$ cat config.mk
export PLATFORM = sky130hd
export DESIGN_NAME = hwpe_cmd_dec
export DESIGN_NICKNAME = d
export VERILOG_FILES = /design/src/rtl/hwpe_cmd_pkg.sv /design/src/rtl/hwpe_cfg_regs.sv /design/src/rtl/hwpe_cmd_dec.sv
export SDC_FILE = /design/constraint.sdc
export NUM_CORES = 1
export LEC_CHECK = 0
export ABC_AREA = 0
export BUFFER_PORTS_ARGS = -buffer_cell sky130_fd_sc_hd__buf_2
export CELL_PAD_IN_SITES_DETAIL_PLACEMENT = 1
export CELL_PAD_IN_SITES_GLOBAL_PLACEMENT = 2
export CORE_MARGIN = 2
export CORE_UTILIZATION = 35
export DETAILED_ROUTE_END_ITERATION = 8
export GPL_TIMING_DRIVEN = 0
export PLACE_DENSITY_LB_ADDON = 0.1
export SLEW_MARGIN = 10
export SYNTH_ARGS = -nofsm -noshare
export SYNTH_HDL_FRONTEND = slang
export SYNTH_SLANG_ARGS = --single-unit
$ cat constraint.sdc
create_clock -name clk -period 46.9 [get_ports clk]
set_clock_uncertainty 0.05 [all_clocks]
set_input_delay 2.345 -clock clk [delete_from_list [all_inputs] [get_ports clk]]
set_output_delay 2.345 -clock clk [all_outputs]
set_load 0.005 [all_outputs]
$ cat src/rtl/hwpe_cmd_pkg.sv
// hwpe_cmd_pkg: shared definitions for the HWPE command front-end.
//   - custom-0 opcode and funct7 command encodings
//   - instruction field positions
//   - cfg1 field layout and slice helpers
//   - command FSM state type
package hwpe_cmd_pkg;

  localparam logic [6:0] OPCODE_CUSTOM0 = 7'b0001011;

  typedef enum logic [6:0] {
    F_WFAD   = 7'd1,
    F_WCFG   = 7'd2,
    F_MATRIX = 7'd4,
    F_WACC   = 7'd8,
    F_RACC   = 7'd16,
    F_RELU   = 7'd32,
    F_RESET  = 7'd64
  } funct7_e;

  localparam int OPCODE_LSB = 0;
  localparam int OPCODE_W   = 7;
  localparam int RDF_LSB    = 7;
  localparam int RS1F_LSB   = 15;
  localparam int RS2F_LSB   = 20;
  localparam int FIELD_W    = 5;
  localparam int FUNCT7_LSB = 25;
  localparam int FUNCT7_W   = 7;

  // cfg1 = {K_count, AccReg_shift, Kernel_333, Layer_type, Data_type, Kernel_size}
  localparam int CFG1_KSIZE_LSB  = 0;
  localparam int CFG1_KSIZE_W    = 4;
  localparam int CFG1_DTYPE_LSB  = 4;
  localparam int CFG1_DTYPE_W    = 2;
  localparam int CFG1_LTYPE_LSB  = 6;
  localparam int CFG1_LTYPE_W    = 2;
  localparam int CFG1_K333_LSB   = 8;
  localparam int CFG1_SHIFT_LSB  = 9;
  localparam int CFG1_SHIFT_W    = 7;
  localparam int CFG1_KCOUNT_LSB = 16;
  localparam int CFG1_KCOUNT_W   = 16;

  function automatic logic [CFG1_KSIZE_W-1:0] cfg1_kernel_size(input logic [31:0] cfg1);
    return cfg1[CFG1_KSIZE_LSB +: CFG1_KSIZE_W];
  endfunction

  function automatic logic [CFG1_DTYPE_W-1:0] cfg1_data_type(input logic [31:0] cfg1);
    return cfg1[CFG1_DTYPE_LSB +: CFG1_DTYPE_W];
  endfunction

  function automatic logic [CFG1_LTYPE_W-1:0] cfg1_layer_type(input logic [31:0] cfg1);
    return cfg1[CFG1_LTYPE_LSB +: CFG1_LTYPE_W];
  endfunction

  function automatic logic cfg1_kernel_333(input logic [31:0] cfg1);
    return cfg1[CFG1_K333_LSB];
  endfunction

  function automatic logic [CFG1_SHIFT_W-1:0] cfg1_acc_shift(input logic [31:0] cfg1);
    return cfg1[CFG1_SHIFT_LSB +: CFG1_SHIFT_W];
  endfunction

  function automatic logic [CFG1_KCOUNT_W-1:0] cfg1_k_count(input logic [31:0] cfg1);
    return cfg1[CFG1_KCOUNT_LSB +: CFG1_KCOUNT_W];
  endfunction

  typedef enum logic [1:0] {
    ST_IDLE    = 2'd0,
    ST_RD_WAIT = 2'd1,
    ST_RESP    = 2'd2
  } state_e;

endpackage

$ cat src/rtl/hwpe_cfg_regs.sv
// hwpe_cfg_regs: layer configuration and FMEM base-address register file.
// Ports:
//   clk, rst         clock, async active-high reset
//   clr              synchronous clear of every register
//   cfg_we           load cfg0 <= wd_lo, cfg1 <= wd_hi
//   mat_we           load mat_vrs1 <= wd_lo, mat_vrs2 <= wd_hi
//   base_we          load base[base_idx] <= wd_lo, base[base_idx+1] <= wd_hi
//   base_idx         even base-register index of the pair being written
//   wd_lo, wd_hi     write data (rs1, rs2)
//   cfg0_o, cfg1_o, mat_vrs1_o, mat_vrs2_o, base_addr_o   register contents
module hwpe_cfg_regs
  import hwpe_cmd_pkg::*;
#(
  parameter int XLEN   = 32,
  parameter int N_BASE = 8
) (
  input  logic                     clk,
  input  logic                     rst,
  input  logic                     clr,
  input  logic                     cfg_we,
  input  logic                     mat_we,
  input  logic                     base_we,
  input  logic [$clog2(N_BASE)-1:0] base_idx,
  input  logic [XLEN-1:0]          wd_lo,
  input  logic [XLEN-1:0]          wd_hi,
  output logic [XLEN-1:0]          cfg0_o,
  output logic [XLEN-1:0]          cfg1_o,
  output logic [XLEN-1:0]          mat_vrs1_o,
  output logic [XLEN-1:0]          mat_vrs2_o,
  output logic [N_BASE*XLEN-1:0]   base_addr_o
);

  localparam int BW = $clog2(N_BASE);

  logic [XLEN-1:0] base_q [N_BASE];
  logic [BW-1:0]   base_idx_hi;

  assign base_idx_hi = base_idx + BW'(1);

  always_ff @(posedge clk or posedge rst) begin
    if (rst) begin
      cfg0_o     <= '0;
      cfg1_o     <= '0;
      mat_vrs1_o <= '0;
      mat_vrs2_o <= '0;
      for (int i = 0; i < N_BASE; i++) base_q[i] <= '0;
    end else if (clr) begin
      cfg0_o     <= '0;
      cfg1_o     <= '0;
      mat_vrs1_o <= '0;
      mat_vrs2_o <= '0;
      for (int i = 0; i < N_BASE; i++) base_q[i] <= '0;
    end else begin
      if (cfg_we) begin
        cfg0_o <= wd_lo;
        cfg1_o <= wd_hi;
      end
      if (mat_we) begin
        mat_vrs1_o <= wd_lo;
        mat_vrs2_o <= wd_hi;
      end
      if (base_we) begin
        base_q[base_idx]    <= wd_lo;
        base_q[base_idx_hi] <= wd_hi;
      end
    end
  end

  for (genvar g = 0; g < N_BASE; g++) begin : g_flat
    assign base_addr_o[g*XLEN +: XLEN] = base_q[g];
  end

endmodule

$ cat src/rtl/hwpe_cmd_dec.sv
// hwpe_cmd_dec: HWPE command front-end. Accepts {inst, rs1, rs2} custom-0
// commands, decodes funct7, owns the layer configuration registers and
// dispatches one-cycle strobes to the conv engine, AccReg port and ReLU writer.
// AccReg reads return on the resp_* channel.
// Ports:
//   clk, rst                          clock, async active-high reset
//   cmd_valid/ready, cmd_inst/rs1/rs2 command channel
//   resp_valid/ready, resp_data       AccReg read response channel
//   cfg0_o, cfg1_o, mat_vrs1_o, mat_vrs2_o, base_addr_o   configuration
//   eng_start, eng_busy, eng_tile_rdy, eng_advance        conv engine
//   acc_we, acc_re, acc_row, acc_pe, acc_wdata, acc_rdata AccReg port
//   relu_en, relu_addr                ReLU writer
//   soft_rst                          datapath soft reset pulse
//   err_o                             sticky illegal-command flag
//
// state   | meaning
// IDLE    | ready for a command (subject to engine gating)
// RD_WAIT | acc_re issued; AccReg data returns the following cycle
// RESP    | resp_valid held until resp_ready
module hwpe_cmd_dec
  import hwpe_cmd_pkg::*;
#(
  parameter int XLEN   = 32,
  parameter int N_ROW  = 8,
  parameter int N_PE   = 16,
  parameter int N_BASE = 8
) (
  input  logic                      clk,
  input  logic                      rst,
  input  logic                      cmd_valid,
  output logic                      cmd_ready,
  input  logic [XLEN-1:0]           cmd_inst,
  input  logic [XLEN-1:0]           cmd_rs1,
  input  logic [XLEN-1:0]           cmd_rs2,
  output logic                      resp_valid,
  input  logic                      resp_ready,
  output logic [XLEN-1:0]           resp_data,
  output logic [XLEN-1:0]           cfg0_o,
  output logic [XLEN-1:0]           cfg1_o,
  output logic [XLEN-1:0]           mat_vrs1_o,
  output logic [XLEN-1:0]           mat_vrs2_o,
  output logic [N_BASE*XLEN-1:0]    base_addr_o,
  output logic                      eng_start,
  input  logic                      eng_busy,
  input  logic                      eng_tile_rdy,
  output logic                      eng_advance,
  output logic                      acc_we,
  output logic                      acc_re,
  output logic [$clog2(N_ROW)-1:0]  acc_row,
  output logic [$clog2(N_PE)-1:0]   acc_pe,
  output logic [XLEN-1:0]           acc_wdata,
  input  logic [XLEN-1:0]           acc_rdata,
  output logic                      relu_en,
  output logic [XLEN-1:0]           relu_addr,
  output logic                      soft_rst,
  output logic                      err_o
);

  localparam int RW = $clog2(N_ROW);
  localparam int PW = $clog2(N_PE);
  localparam int BW = $clog2(N_BASE);
  localparam logic [FIELD_W-1:0] RDF_LIM = FIELD_W'(N_BASE - 1);

  logic [OPCODE_W-1:0] opcode;
  logic [FUNCT7_W-1:0] funct7;
  logic [FIELD_W-1:0]  rs2f, rs1f, rdf;

  assign opcode = cmd_inst[OPCODE_LSB +: OPCODE_W];
  assign funct7 = cmd_inst[FUNCT7_LSB +: FUNCT7_W];
  assign rs2f   = cmd_inst[RS2F_LSB +: FIELD_W];
  assign rs1f   = cmd_inst[RS1F_LSB +: FIELD_W];
  assign rdf    = cmd_inst[RDF_LSB +: FIELD_W];

  logic unused_bits;
  assign unused_bits = ^{cmd_inst[14:12], rs1f[3]};

  logic   is_legal, gate_ok, accept;
  logic   do_reset, do_wcfg, do_wfad, do_matrix;
  logic   rd_adv_q, relu_adv_q;
  state_e state_q, state_d;

  always_comb begin
    is_legal = 1'b0;
    if (opcode == OPCODE_CUSTOM0) begin
      case (funct7)
        F_WFAD:   is_legal = (rdf[0] == 1'b0) && (rdf < RDF_LIM);
        F_WCFG, F_MATRIX, F_WACC, F_RACC, F_RELU, F_RESET: is_legal = 1'b1;
        default:  is_legal = 1'b0;
      endcase
    end
  end

  // Illegal commands are never stalled: they only raise err_o.
  always_comb begin
    gate_ok = 1'b1;
    if (is_legal) begin
      case (funct7)
        F_WCFG, F_WFAD, F_WACC, F_MATRIX: gate_ok = !eng_busy;
        F_RACC, F_RELU:                   gate_ok = !eng_busy || eng_tile_rdy;
        default:                          gate_ok = 1'b1;
      endcase
    end
  end

  assign cmd_ready = (state_q == ST_IDLE) && gate_ok;
  assign accept    = cmd_valid && cmd_ready;

  assign do_reset  = accept && is_legal && (funct7 == F_RESET);
  assign do_wcfg   = accept && is_legal && (funct7 == F_WCFG);
  assign do_wfad   = accept && is_legal && (funct7 == F_WFAD);
  assign do_matrix = accept && is_legal && (funct7 == F_MATRIX);

  hwpe_cfg_regs #(
    .XLEN   (XLEN),
    .N_BASE (N_BASE)
  ) u_cfg_regs (
    .clk         (clk),
    .rst         (rst),
    .clr         (do_reset),
    .cfg_we      (do_wcfg),
    .mat_we      (do_matrix),
    .base_we     (do_wfad),
    .base_idx    (rdf[BW-1:0]),
    .wd_lo       (cmd_rs1),
    .wd_hi       (cmd_rs2),
    .cfg0_o      (cfg0_o),
    .cfg1_o      (cfg1_o),
    .mat_vrs1_o  (mat_vrs1_o),
    .mat_vrs2_o  (mat_vrs2_o),
    .base_addr_o (base_addr_o)
  );

  always_ff @(posedge clk or posedge rst) begin
    if (rst) state_q <= ST_IDLE;
    else     state_q <= state_d;
  end

  // RD_WAIT spans two cycles: the acc_re cycle, then the cycle in which
  // acc_rdata is valid and gets captured.
  always_comb begin
    state_d = state_q;
    case (state_q)
      ST_IDLE:    if (accept && is_legal && (funct7 == F_RACC)) state_d = ST_RD_WAIT;
      ST_RD_WAIT: if (!acc_re) state_d = ST_RESP;
      ST_RESP:    if (resp_ready) state_d = ST_IDLE;
      default:    state_d = ST_IDLE;
    endcase
  end

  always_ff @(posedge clk or posedge rst) begin
    if (rst) begin
      soft_rst   <= 1'b0;
      eng_start  <= 1'b0;
      acc_we     <= 1'b0;
      acc_re     <= 1'b0;
      relu_en    <= 1'b0;
      relu_adv_q <= 1'b0;
      rd_adv_q   <= 1'b0;
      acc_row    <= '0;
      acc_pe     <= '0;
      acc_wdata  <= '0;
      relu_addr  <= '0;
      resp_valid <= 1'b0;
      resp_data  <= '0;
      err_o      <= 1'b0;
    end else begin
      soft_rst   <= 1'b0;
      eng_start  <= 1'b0;
      acc_we     <= 1'b0;
      acc_re     <= 1'b0;
      relu_en    <= 1'b0;
      relu_adv_q <= 1'b0;
      if (accept) begin
        if (!is_legal) begin
          err_o <= 1'b1;
        end else begin
          case (funct7)
            F_RESET: begin
              soft_rst <= 1'b1;
              err_o    <= 1'b0;
            end
            F_MATRIX: eng_start <= 1'b1;
            F_WACC: begin
              acc_we    <= 1'b1;
              acc_row   <= rdf[RW-1:0];
              acc_pe    <= rs2f[PW-1:0];
              acc_wdata <= cmd_rs1;
            end
            F_RACC: begin
              acc_re   <= 1'b1;
              acc_row  <= rs1f[RW-1:0];
              acc_pe   <= rs2f[PW-1:0];
              rd_adv_q <= rs1f[4];
            end
            F_RELU: begin
              relu_en    <= 1'b1;
              acc_row    <= rs2f[RW-1:0];
              relu_addr  <= cmd_rs1;
              relu_adv_q <= rs2f[4];
            end
            default: ;
          endcase
        end
      end
      if ((state_q == ST_RD_WAIT) && !acc_re) begin
        resp_valid <= 1'b1;
        resp_data  <= acc_rdata;
      end
      if ((state_q == ST_RESP) && resp_ready) begin
        resp_valid <= 1'b0;
        rd_adv_q   <= 1'b0;
      end
    end
  end

  // The RACC advance must coincide with the response handshake, so that term
  // is combinational on resp_ready.
  assign eng_advance = relu_adv_q || ((state_q == ST_RESP) && resp_ready && rd_adv_q);

endmodule

==> results of run 1 <==
where the power goes:
| group | switching [mW] | total, mW | leakage (nW) | internal, mW |
|---|---|---|---|---|
| clock | 0.187 | 0.438 | 0.864 | 0.250 |
| sequential | 0.000812 | 0.432 | 6.53 | 0.431 |
| combinational | 0.0473 | 0.0644 | 6.23 | 0.0171 |
final timing paths:
| path | end | slack (ps) |
|---|---|---|
| worst max-delay path | cmd_ready | 39680 |
| worst min-delay path | acc_wdata[6] | 430 |
| worst max register to register | u_cfg_regs.base_addr_o[140] | 43090 |
| worst min register to register | acc_wdata[6] | 430 |
| max in group asynchronous | u_cfg_regs.base_addr_o[115] | 43380 |
| min in group asynchronous | u_cfg_regs.cfg1_o[2] | 1650 |
routing by layer:
metal  vias to the layer above  global-route usage [%]  part of all wire [%]
met1                     10700                    41.4                    41
met5                         -                       0                 0.065
met3                       198                    8.06                   7.8
met4                        10                    11.7                   3.8
li1                       8644                       -                     -
met2                       858                    52.6                    47
through the flow:
step	cells	util, %	hold slack, ps
floorplan	2025	-	439
global placement	3453	41.9	418
detailed placement	3460	42.2	425
CTS	3559	45.0	438
global route	3564	45.1	453
finish	3566	45.1	431
layout make-up:
type | count | area share [%]
tap | 837 | 3.77
clock inverter | 6 | 0.225
clock buffer | 93 | 6.13
timing repair buffer | 598 | 11.2
multi-input combinational | 1208 | 28.8
antenna | 7 | 0.0631
sequential | 498 | 44.9
inverter | 71 | 0.987
buffer | 248 | 3.89
sequential cells by signal, indices dropped and copies added (netlist names):
| signal | flops |
|---|---|
| u_cfg_regs.base_addr_o | 256 |
| acc_wdata | 32 |
| relu_addr | 32 |
| resp_data | 32 |
| u_cfg_regs.cfg0_o | 32 |
| u_cfg_regs.cfg1_o | 32 |
| u_cfg_regs.mat_vrs1_o | 32 |
| u_cfg_regs.mat_vrs2_o | 32 |
| acc_pe | 4 |
| acc_row | 3 |
| state_q | 2 |
| acc_re | 1 |
| acc_we | 1 |
| eng_start | 1 |
| err_o | 1 |
| rd_adv_q | 1 |
| relu_adv_q | 1 |
| relu_en | 1 |
| resp_valid | 1 |
| soft_rst | 1 |
logic make-up (layout without fill, tap and decap cells):
logic type / Yosys count / after routing
AND/OR/NAND/NOR: 162 / 162
buffers and inverters: 319 / 1016
flip-flops: 498 / 498
other: 0 / 7
AO/OA/AOI/OAI: 875 / 875
multiplexers: 168 / 168
XOR/XNOR: 2 / 2
adder cells (fa/ha/maj): 1 / 1
layout by cell type (no fill, tap or decap), types with 12 or more instances in the layout:
master / count
buf_6: 15
mux2i_1: 68
buf_1: 34
o21ai_0: 484
mux2_2: 40
nor2_1: 24
a22o_1: 65
clkbuf_1: 200
a22oi_1: 256
mux2_1: 60
buf_2: 608
nand2_1: 78
nor3_1: 12
inv_1: 70
clkbuf_8: 14
clkbuf_16: 57
dfrtp_1: 498
o21ai_1: 39
==> metrics.md, run 1 <==
| Metric | Value |
|---|---|
| Status | finished, final reports clean |
| First DRT Iteration DRCs | 1,695 |
| Number of routed nets with antenna violations | 0 |
| DR WL/cell | 29.8 um |
| Cell taking the most area after synthesis | dfrtp_1 |
| TritonCTS clock tree | done |
| Fmax | roughly 140 MHz |
| Vias in the first global route | 20.7k |
| Top delay family on crit path | buffers and inverters |
| Count of pins over their slew limit | 0 |
| Synth area leaders | dfrtp_1, o21ai_0, a22oi_1, mux2i_1, mux2_1 |
| Reg-to-reg startpoint | state_q[0] |
| Worst-Skew Late Latency | 620 ps |
| DR pass1 iterations | 5 |
| Number of distinct library cells after synthesis | 51 |
| First-pass GRT wire length | ~150,000 um |
| Number of flops mapped to enable cells by yosys | 0 |
| Mux cell area share after synthesis | under 10% |
| Setup ws final | approximately 40,000 ps |
| CP max stage delay | roughly 500 ps |
| # DRC | 0 |
| Buffers added on ports | ~590 |
| Xor and xnor area share after synthesis | 0.0804% |
| Multi-input logic area | between 8000 and 9000 um^2 |
| Routed WL | between 100,000 and 150,000 um |
| Root Buffer Master | clkbuf_16 |
| Hold bufs inserted after CTS | 0 |
| Core area | roughly 60,000 um^2 |
| WP buf/inv | 4 |
| Vias | 20.4k |
| Maximum clock path buffer count | 3 |
| Synth Instances | slightly above 2k |
| Sequential cell area | 12,500 um^2 |
| Worst Hold Launch | acc_wdata[6] |
| Slew HR | roughly 7.6% |
| Largest net degree at the start of global routing | 108 |
| Total power | between 0.9 and 1 mW |
| Final Instance Area | 27,800 um^2 |
| Synthesis-stage register bit count | about 500 |
| Cell row count | just over 90 |
| Initial antenna violation count | 13 |
| RSZ-0062 raised after global routing | no |
| Synth Area in Compound Gates | 24.7% |
| GP Congestion | 0.844 |
| Endpoints failing hold | 0 |
| Hold Path Class | reg2reg |
| Combinational family with the most area after synthesis | compound AO/OA/AOI/OAI gates |
| CP Depth | 8 |
| Slew of the pin with the lowest slew margin | approximately 1400 ps |
| Synth Net Count | about 2.2k |
| Critical path's slowest cell | nor4_2 |
| Synth-to-Final Area Change | 27.4% |
| R2R cell count | 9 |
| Postcts setup bufs | 0 |
| Most used DFF post-synth | dfrtp_1 |
| Starting Density | about 35% |
| Crit path DAT | a little under 5000 ps |
| Clock-pin slew on the worst setup and hold paths | 60 ps |
| Die H | about 250 um |
| Place WS | 39,710 ps |
| Fill cell count | 6,965 |
| Nets | 2,816 |
| Placed inst area | approximately 26,000 um^2 |
| Num ports | 630 |
| H-tree depth | 2 |
| Die width | 253 um |
| Worst Setup End Kind | primary output |
| GRT overflow | 0 |
| CP max FO | 10 |
| Post-synth top area share | 57.2% |
| Most common cell in the netlist | dfrtp_1 |
| Top cells by count, synth | dfrtp_1, o21ai_0, a22oi_1 |
| CTS Sinks | 498 |
| Post-synthesis simple-gate area fraction | 3.53% |
| Post-CTS Resized | 0 |
| Setup TNS Final | 0 ps |
| Number of setup violations in the final report | 0 |
| GRT Resource Usage Total | about a third |
| Setup CP Type | in2out |
| Power Dens Cells | approximately 34 nW/um^2 |
| Final min period | 7220 ps |
| Synth Area per Inst | between 10 and 15 um^2 |
| Syn Std Cell Area | about 22,000 um^2 |
| Worst setup SP type | input port |
| Adder-Cell Fraction of Synth Area | 0.0574% |
| Leak | 13.6 nW |
| Synth warn | 0 |
| # Max-Cap Violations | 0 |
| Cell count of the worst hold path | 1 |
| Final period utilization | 15.4% |
| Fraction of layout cells with a size suffix above 1 | 28.2% |
| Seq/Total Area, Yosys | between 50% and 60% |
| Die Area | 64,300 um^2 |
| Num CTS Buffers | 56 |
| CP dominant cell by count | buf_2 |
| Async SR Flop Fraction | 100% |
| Vias per inst | approximately 5.7 |
| Max VDD drop | roughly 26 uV |
| Crit-path cells | buf_2 -> nor4_2 -> nand3_1 -> a41oi_2 -> buf_2 -> clkbuf_1 -> nor3_1 -> buf_2 |
| Crit path from | cmd_inst[30] |
| Dpl hpwl | 77,300 um |
| Critical path required time | 44,500 ps |
Note: power is estimated with default switching activity, not from simulation.
==> inputs of run 2 (changes only) <==
- CORE_UTILIZATION: 35 -> 32
- clock period: 46.9 -> 7.5 ns (I/O delays scaled with it)
==> metrics.md, run 2 (same netlist as run 1, synthesis figures left out) <==
| Metric | Value |
|---|---|
| Status | finished, final reports clean (unchanged) |
| Num ports | 630 (unchanged) |
| Number of flip-flops under the largest register name | 256 (unchanged) |
| Fraction of layout cells with a size suffix above 1 | 28.5% (was 28.2%) |
| Sw Pwr | 1.52 mW (was 0.236 mW) |
| Core area | 67,300 um^2 (was 61,600 um^2) |
| GRT Resource Usage Total | 31.0% (was 32.2%) |
| TritonCTS clock tree | done (unchanged) |
| CTS Sinks | 498 (unchanged) |
| Die Area | 70,200 um^2 (was 64,300 um^2) |
| Multi-input logic area | 8010 um^2 (unchanged) |
| WP buf/inv | 3 (was 4) |
| Worst Hold Launch | cmd_rs1[15] (was acc_wdata[6]) |
| Cell row count | 95 (was 91) |
| Vias in the first global route | 21.6k (was 20.7k) |
| Routed WL | 111,000 um (was 106,000 um) |
| Commonest non-fill, non-tap cell in the layout | buf_2 (unchanged) |
| Largest net degree at the start of global routing | 38 (was 108) |
| Hold bufs inserted after CTS | 39 (was 0) |
| Starting Density | 32.4% (was 35.4%) |
| Final min period | 3870 ps |
| RSZ-0062 raised after global routing | no (unchanged) |
| Power Dens Cells | 211 nW/um^2 (was 33.7 nW/um^2) |
| Max VDD drop | 171 uV (was 26.1 uV) |
| Critical path's slowest cell | o221ai_1 (was nor4_2) |
| Setup TNS Final | 0 ps (unchanged) |
| R2R cell count | 9 (unchanged) |
| Top delay family on crit path | simple AND/OR/NAND/NOR gates (was buffers and inverters) |
| Final period utilization | 51.5% |
| Slew of the pin with the lowest slew margin | 1390 ps (about the same) |
| Sw Share | 25.4% (was 25.2%) |
| Fill cell count | 7,702 (was 6,965) |
| CP max stage delay | 770 ps (was 490 ps) |
| Dpl hpwl | 81,000 um (was 77,300 um) |
| GRT overflow | 0 (unchanged) |
| Buffers added on ports | 591 (unchanged) |
| Worst setup SP type | flip-flop (was input port) |
| Critical path required time | 7910 ps (was 44,500 ps) |
| Nets | 2,871 (was 2,816) |
| Vias per inst | 5.58 (was 5.72) |
| Leak | 13.9 nW (was 13.6 nW) |
| Num CTS Buffers | 59 (was 56) |
| # DRC | 0 (unchanged) |
| WHS Endpoint | u_cfg_regs.base_addr_o[207] (was acc_wdata[6]) |
| Worst-Skew Late Latency | 620 ps (about the same) |
| Die H | 265 um (was 253 um) |
| Clock-pin slew on the worst setup and hold paths | 60 ps (about the same) |
| Crit-path cells | clkbuf_1 -> nor3b_1 -> nand4_1 -> clkbuf_1 -> nor2_1 -> o221ai_1 -> clkbuf_1 -> o21ai_0 -> o21ai_0 (was buf_2 -> nor4_2 -> nand3_1 -> a41oi_2 -> buf_2 -> clkbuf_1 -> nor3_1 -> buf_2) |
| Power share of the clock group | 47.7% (was 46.8%) |
| Final core area utilization | 42.3% (was 45.1%) |
| Endpoints failing hold | 0 (unchanged) |
| DR pass1 iterations | 6 (was 5) |
| CP dominant cell by count | clkbuf_1 (was buf_2) |
| Synth-to-Final Area Change | 30.8% (was 27.4%) |
| Postcts setup bufs | 0 (unchanged) |
| Post-CTS Resized | 0 (unchanged) |
| First DRT Iteration DRCs | 1,502 (was 1,695) |
| GP Congestion | 0.833 (was 0.844) |
| Number of setup violations in the final report | 0 (unchanged) |
| Crit path DAT | 4270 ps (was 4820 ps) |
| Number of routed nets with antenna violations | 0 (unchanged) |
| Worst r2r dst | u_cfg_regs.base_addr_o[138] (was u_cfg_regs.base_addr_o[140]) |
| Reg2Reg Setup Slack | 3630 ps (was 43,090 ps) |
| Register share of total power | 45.1% (was 46.3%) |
| Count of pins over their slew limit | 0 (unchanged) |
| Sequential cell area | 12,500 um^2 (unchanged) |
| Reg-to-reg startpoint | state_q[0] (unchanged) |
| Hold Path Class | in2reg (was reg2reg) |
| Worst Setup End Kind | flip-flop (was primary output) |
| Power Internal | 4.47 mW (was 0.699 mW) |
| Slew HR | 7.34% (was 7.62%) |
| Comb pwr share | 7.3% (was 6.9%) |
| DR WL/cell | 30.3 um (was 29.8 um) |
| H-tree depth | 2 (unchanged) |
| Setup CP Type | reg2reg (was in2out) |
| Root Buffer Master | clkbuf_16 (unchanged) |
| Most frequent cells in the layout | buf_2, dfrtp_1, o21ai_0 (unchanged) |
| Initial antenna violation count | 8 (was 13) |
| # Max-Cap Violations | 0 (unchanged) |
| Vias | 20.4k (about the same) |
| Fmax | 259 MHz |
| First-pass GRT wire length | 159,000 um (was 149,000 um) |
| Cell count of the worst hold path | 3 (was 1) |
| Die width | 265 um (was 253 um) |
| CP max FO | 10 (unchanged) |
| Maximum clock path buffer count | 3 (unchanged) |
-- run 2: cell types whose count changed in the layout (fill, tap and decap cells not counted), moves of 4 or more --
cell | previous run | this run
buf_16 | 5 | 0
dlygate4sd3_1 | 0 | 39
buf_12 | 0 | 15
clkinv_2 | 3 | 12
clkbuf_1 | 200 | 196
diode_2 | 7 | 2
-- run 2: final cells by class --
| cell class | instances | share of cell area, % |
|---|---|---|
| multi-input cells | 1208 | 28.1 |
| clock inverters | 16 | 0.483 |
| diodes | 2 | 0.0176 |
| clock buffers | 91 | 6.10 |
| repair buffers | 650 | 13.0 |
| inverters | 71 | 0.949 |
| plain buffers | 248 | 3.79 |
| well taps | 873 | 3.83 |
| flip-flops and latches | 498 | 43.7 |
-- run 2: through the flow --
stage | total power, mW | area [um^2] | cells | worst slack, ps | hold WS [ps]
after floorplan | 2.96 | 21800 | 2025 | 318 | 439
after global placement | 3.14 | 25800 | 3489 | -3070 | 420
after detailed placement | 3.17 | 26200 | 3509 | 3470 | 425
after CTS | 6.05 | 28500 | 3655 | 3760 | 15.0
after global routing | 6.19 | 28500 | 3656 | 3370 | 54.8
final | 6.00 | 28500 | 3657 | 3630 | 55.1
-- run 2: how the worst max path moves through the flow --
| stage | depth (start not counted) | start | slack, ps | end |
|---|---|---|---|---|
| finish | 9 | state_q[0] | 3630 | u_cfg_regs.base_addr_o[138] |
| global route | 9 | state_q[0] | 3370 | u_cfg_regs.base_addr_o[143] |
| CTS | 9 | state_q[0] | 3760 | u_cfg_regs.base_addr_o[139] |
| detailed placement | 9 | cmd_inst[7] | 3470 | u_cfg_regs.base_addr_o[121] |
| global placement | 2 | rst | -3070 | acc_wdata[17] |
| floorplan | 1 | rst | 320 | acc_pe[0] |
-- run 2: power by group through the flow --
stage,registers (mW),logic [mW],clock network (mW)
after global placement,2.76,0.385,0
after CTS,2.70,0.434,2.91
after detailed placement,2.75,0.417,0
after floorplan,2.76,0.207,0
final,2.70,0.435,2.86
after global routing,2.70,0.468,3.02
-- run 2: tightest hold or removal path: cells and delay by family --
family / cells / cell delay (ps)
AOI/OAI and AO/OA: 2 / 200
buffers and inverters: 1 / 100
-- run 2: per-layer routing --
metal / track usage [%] / up-vias / part of all wire, %
li1: - / 8748 / -
met1: 39.7 / 10700 / 42
met2: 50.9 / 742 / 47
met3: 8.02 / 188 / 7.3
met4: 10.2 / 8 / 3.6
met5: 0 / - / 0.035
==> inputs of run 3 (changes only) <==
- clock period: 7.5 -> 4 ns (I/O delays scaled with it)
==> metrics.md, run 3 (same netlist as run 1, synthesis figures left out) <==
| Metric | Value |
|---|---|
| Status | finished, final reports clean (unchanged) |
| Hold Path Class | in2reg (unchanged) |
| Crit path from | state_q[0] (unchanged) |
| First-pass GRT wire length | 159,000 um (about the same) |
| Sw Share | 25.5% (was 25.4%) |
| Nets | 2,908 (was 2,871) |
| Initial antenna violation count | 4 (was 8) |
| Postcts setup bufs | 0 (unchanged) |
| Largest net degree at the start of global routing | 38 (unchanged) |
| RSZ-0062 raised after global routing | no (unchanged) |
| Max VDD drop | 323 uV (was 171 uV) |
| Final min period | 3540 ps (was 3870 ps) |
| Reg-to-reg startpoint | state_q[0] (unchanged) |
| Setup CP Type | reg2reg (unchanged) |
| Leak | 14.1 nW (was 13.9 nW) |
| Final period utilization | 88.6% (was 51.5%) |
| Worst r2r dst | u_cfg_regs.base_addr_o[78] (was u_cfg_regs.base_addr_o[138]) |
| Top delay family on crit path | buffers and inverters (was simple AND/OR/NAND/NOR gates) |
| Most frequent cells in the layout | buf_2, dfrtp_1, o21ai_0 (unchanged) |
| DR pass1 iterations | 5 (was 6) |
| # Max-Cap Violations | 0 (unchanged) |
| Buffers added on ports | 591 (unchanged) |
| Synth-to-Final Area Change | 32.5% (was 30.8%) |
| Vias in the first global route | 21.8k (was 21.6k) |
| CP max stage delay | 460 ps (was 770 ps) |
| Comb pwr share | 7.5% (was 7.3%) |
| TritonCTS clock tree | done (unchanged) |
| Core area | 67,300 um^2 (unchanged) |
| Worst Setup End Kind | flip-flop (unchanged) |
| Cell row count | 95 (unchanged) |
| Starting Density | 32.4% (unchanged) |
| Crit path DAT | 3950 ps (was 4270 ps) |
| Worst setup SP type | flip-flop (unchanged) |
| Critical path's slowest cell | nor3b_1 (was o221ai_1) |
| Number of flip-flops under the largest register name | 256 (unchanged) |
| GRT Resource Usage Total | 31.0% (about the same) |
| CP dominant cell by count | clkbuf_1 (unchanged) |
| Slew HR | 12.9% (was 7.34%) |
| Slew of the pin with the lowest slew margin | 1300 ps (was 1390 ps) |
| Num ports | 630 (unchanged) |
| Fmax | 282 MHz (was 259 MHz) |
| Crit-path cells | clkbuf_1 -> nor3b_1 -> nand4_1 -> clkbuf_1 -> nor2_2 -> o221ai_1 -> buf_6 -> clkbuf_1 -> o21ai_0 -> o21ai_0 (was clkbuf_1 -> nor3b_1 -> nand4_1 -> clkbuf_1 -> nor2_1 -> o221ai_1 -> clkbuf_1 -> o21ai_0 -> o21ai_0) |
| Number of setup violations in the final report | 0 (unchanged) |
| Commonest non-fill, non-tap cell in the layout | buf_2 (unchanged) |
| Final core area utilization | 42.9% (was 42.3%) |
| Die width | 265 um (unchanged) |
| Vias per inst | 5.59 (was 5.58) |
| CP Depth | 10 (was 9) |
| R2R cell count | 10 (was 9) |
| CTS Sinks | 498 (unchanged) |
| Place WS | 145 ps (was 3470 ps) |
| Routed WL | 111,000 um (about the same) |
| Power Dens Cells | 391 nW/um^2 (was 211 nW/um^2) |
| First DRT Iteration DRCs | 1,318 (was 1,502) |
| Final Instance Area | 28,900 um^2 (was 28,500 um^2) |
| Count of pins over their slew limit | 0 (unchanged) |
| Vias | 20.6k (was 20.4k) |
| Clock-pin slew on the worst setup and hold paths | 60 ps (about the same) |
| Worst-Skew Late Latency | 620 ps (about the same) |
| Die Area | 70,200 um^2 (unchanged) |
| Critical path required time | 4400 ps (was 7910 ps) |
| Power share of the clock group | 47.6% (was 47.7%) |
| Reg2Reg Setup Slack | 460 ps (was 3630 ps) |
| # DRC | 0 (unchanged) |
| Setup TNS Final | 0 ps (unchanged) |
| Hold_ws | 56.6 ps (was 55.1 ps) |
| Register share of total power | 44.9% (was 45.1%) |
| Maximum clock path buffer count | 3 (unchanged) |
| Fraction of layout cells with a size suffix above 1 | 28.2% (was 28.5%) |
| H-tree depth | 2 (unchanged) |
| CP max FO | 10 (unchanged) |
| Endpoints failing hold | 0 (unchanged) |
| Power Internal | 8.41 mW (was 4.47 mW) |
| Sw Pwr | 2.88 mW (was 1.52 mW) |
| Root Buffer Master | clkbuf_16 (unchanged) |
| Number of routed nets with antenna violations | 0 (unchanged) |
| GP Congestion | 0.833 (unchanged) |
| GRT overflow | 0 (unchanged) |
| Die H | 265 um (unchanged) |
| WP buf/inv | 4 (was 3) |
| Placed inst area | 26,200 um^2 (unchanged) |
| Setup ws final | 457 ps (was 3630 ps) |
| Num CTS Buffers | 59 (unchanged) |
| Dpl hpwl | 81,000 um (unchanged) |
| Worst setup endpoint | u_cfg_regs.base_addr_o[78] (was u_cfg_regs.base_addr_o[138]) |
| DR WL/cell | 30.1 um (was 30.3 um) |
-- run 3: changes by cell type in the layout (fill, tap and decap cells not counted) --
| cell | delta |
|---|---|
| dlygate4sd3_1 | +37 |
| nor2_1 | -1 |
| nor2_2 | +1 |
| o221ai_1 | -1 |
| o221ai_2 | +1 |
-- run 3: metrics by stage --
| step | power, mW | instances |
|---|---|---|
| detailed placement | 5.94 | 3509 |
| floorplan | 5.56 | 2025 |
| global placement | 5.89 | 3489 |
| global route | 11.6 | 3693 |
| finish | 11.3 | 3694 |
| CTS | 11.4 | 3692 |
-- run 3: power groups by stage --
stage	logic, mW	clock network [mW]	registers (mW)
finish	0.848	5.37	5.07
global route	0.910	5.66	5.07
CTS	0.844	5.45	5.07
detailed placement	0.781	0	5.16
global placement	0.721	0	5.17
floorplan	0.388	0	5.17
-- run 3: repair_timing --
item | 4_1_cts | 5_1_grt
endpoints found under the hold margin | 132 | 0
endpoints found under the setup margin | 0 | 10
gates resized for setup | 0 | 2
hold buffers | 76 | 0
-- run 3: final cells by class --
cell class	instances	area, um^2
fillers	7699	38400
flip-flops and latches	498	12500
multi-input cells	1208	8020
repair buffers	687	4070
clock buffers	91	1740
well taps	873	1090
plain buffers	248	1080
inverters	71	270
clock inverters	16	138
diodes	2	5.00
-- run 3: worst min-delay path, cell delays in order --
cell and delay [ps]:
buf_1 270, nand2_1 140, mux2i_1 70
-- run 3: how the worst min path moves through the flow --
stage	startpoint	end	slack (ps)	depth (start not counted)
3_5_place_dp	rst	u_cfg_regs.mat_vrs1_o[0]	290	2
3_3_place_gp	cmd_inst[24]	relu_adv_q	370	2
2_1_floorplan	cmd_inst[24]	relu_adv_q	280	1
4_1_cts	cmd_inst[0]	acc_we	20	4
5_1_grt	cmd_rs2[28]	u_cfg_regs.cfg1_o[28]	60	3
6_report	cmd_rs2[19]	u_cfg_regs.cfg1_o[19]	60	3
-- run 3: layer usage --
| layer | track usage, % | wire length, um | part of all wire, % | up-vias |
|---|---|---|---|---|
| met5 | 0 | 13 | 0.012 | - |
| li1 | - | - | - | 8828 |
| met3 | 7.82 | 7960 | 7.2 | 179 |
| met1 | 39.9 | 46600 | 42 | 10900 |
| met4 | 10.0 | 3820 | 3.4 | 2 |
| met2 | 51.2 | 52800 | 47 | 741 |
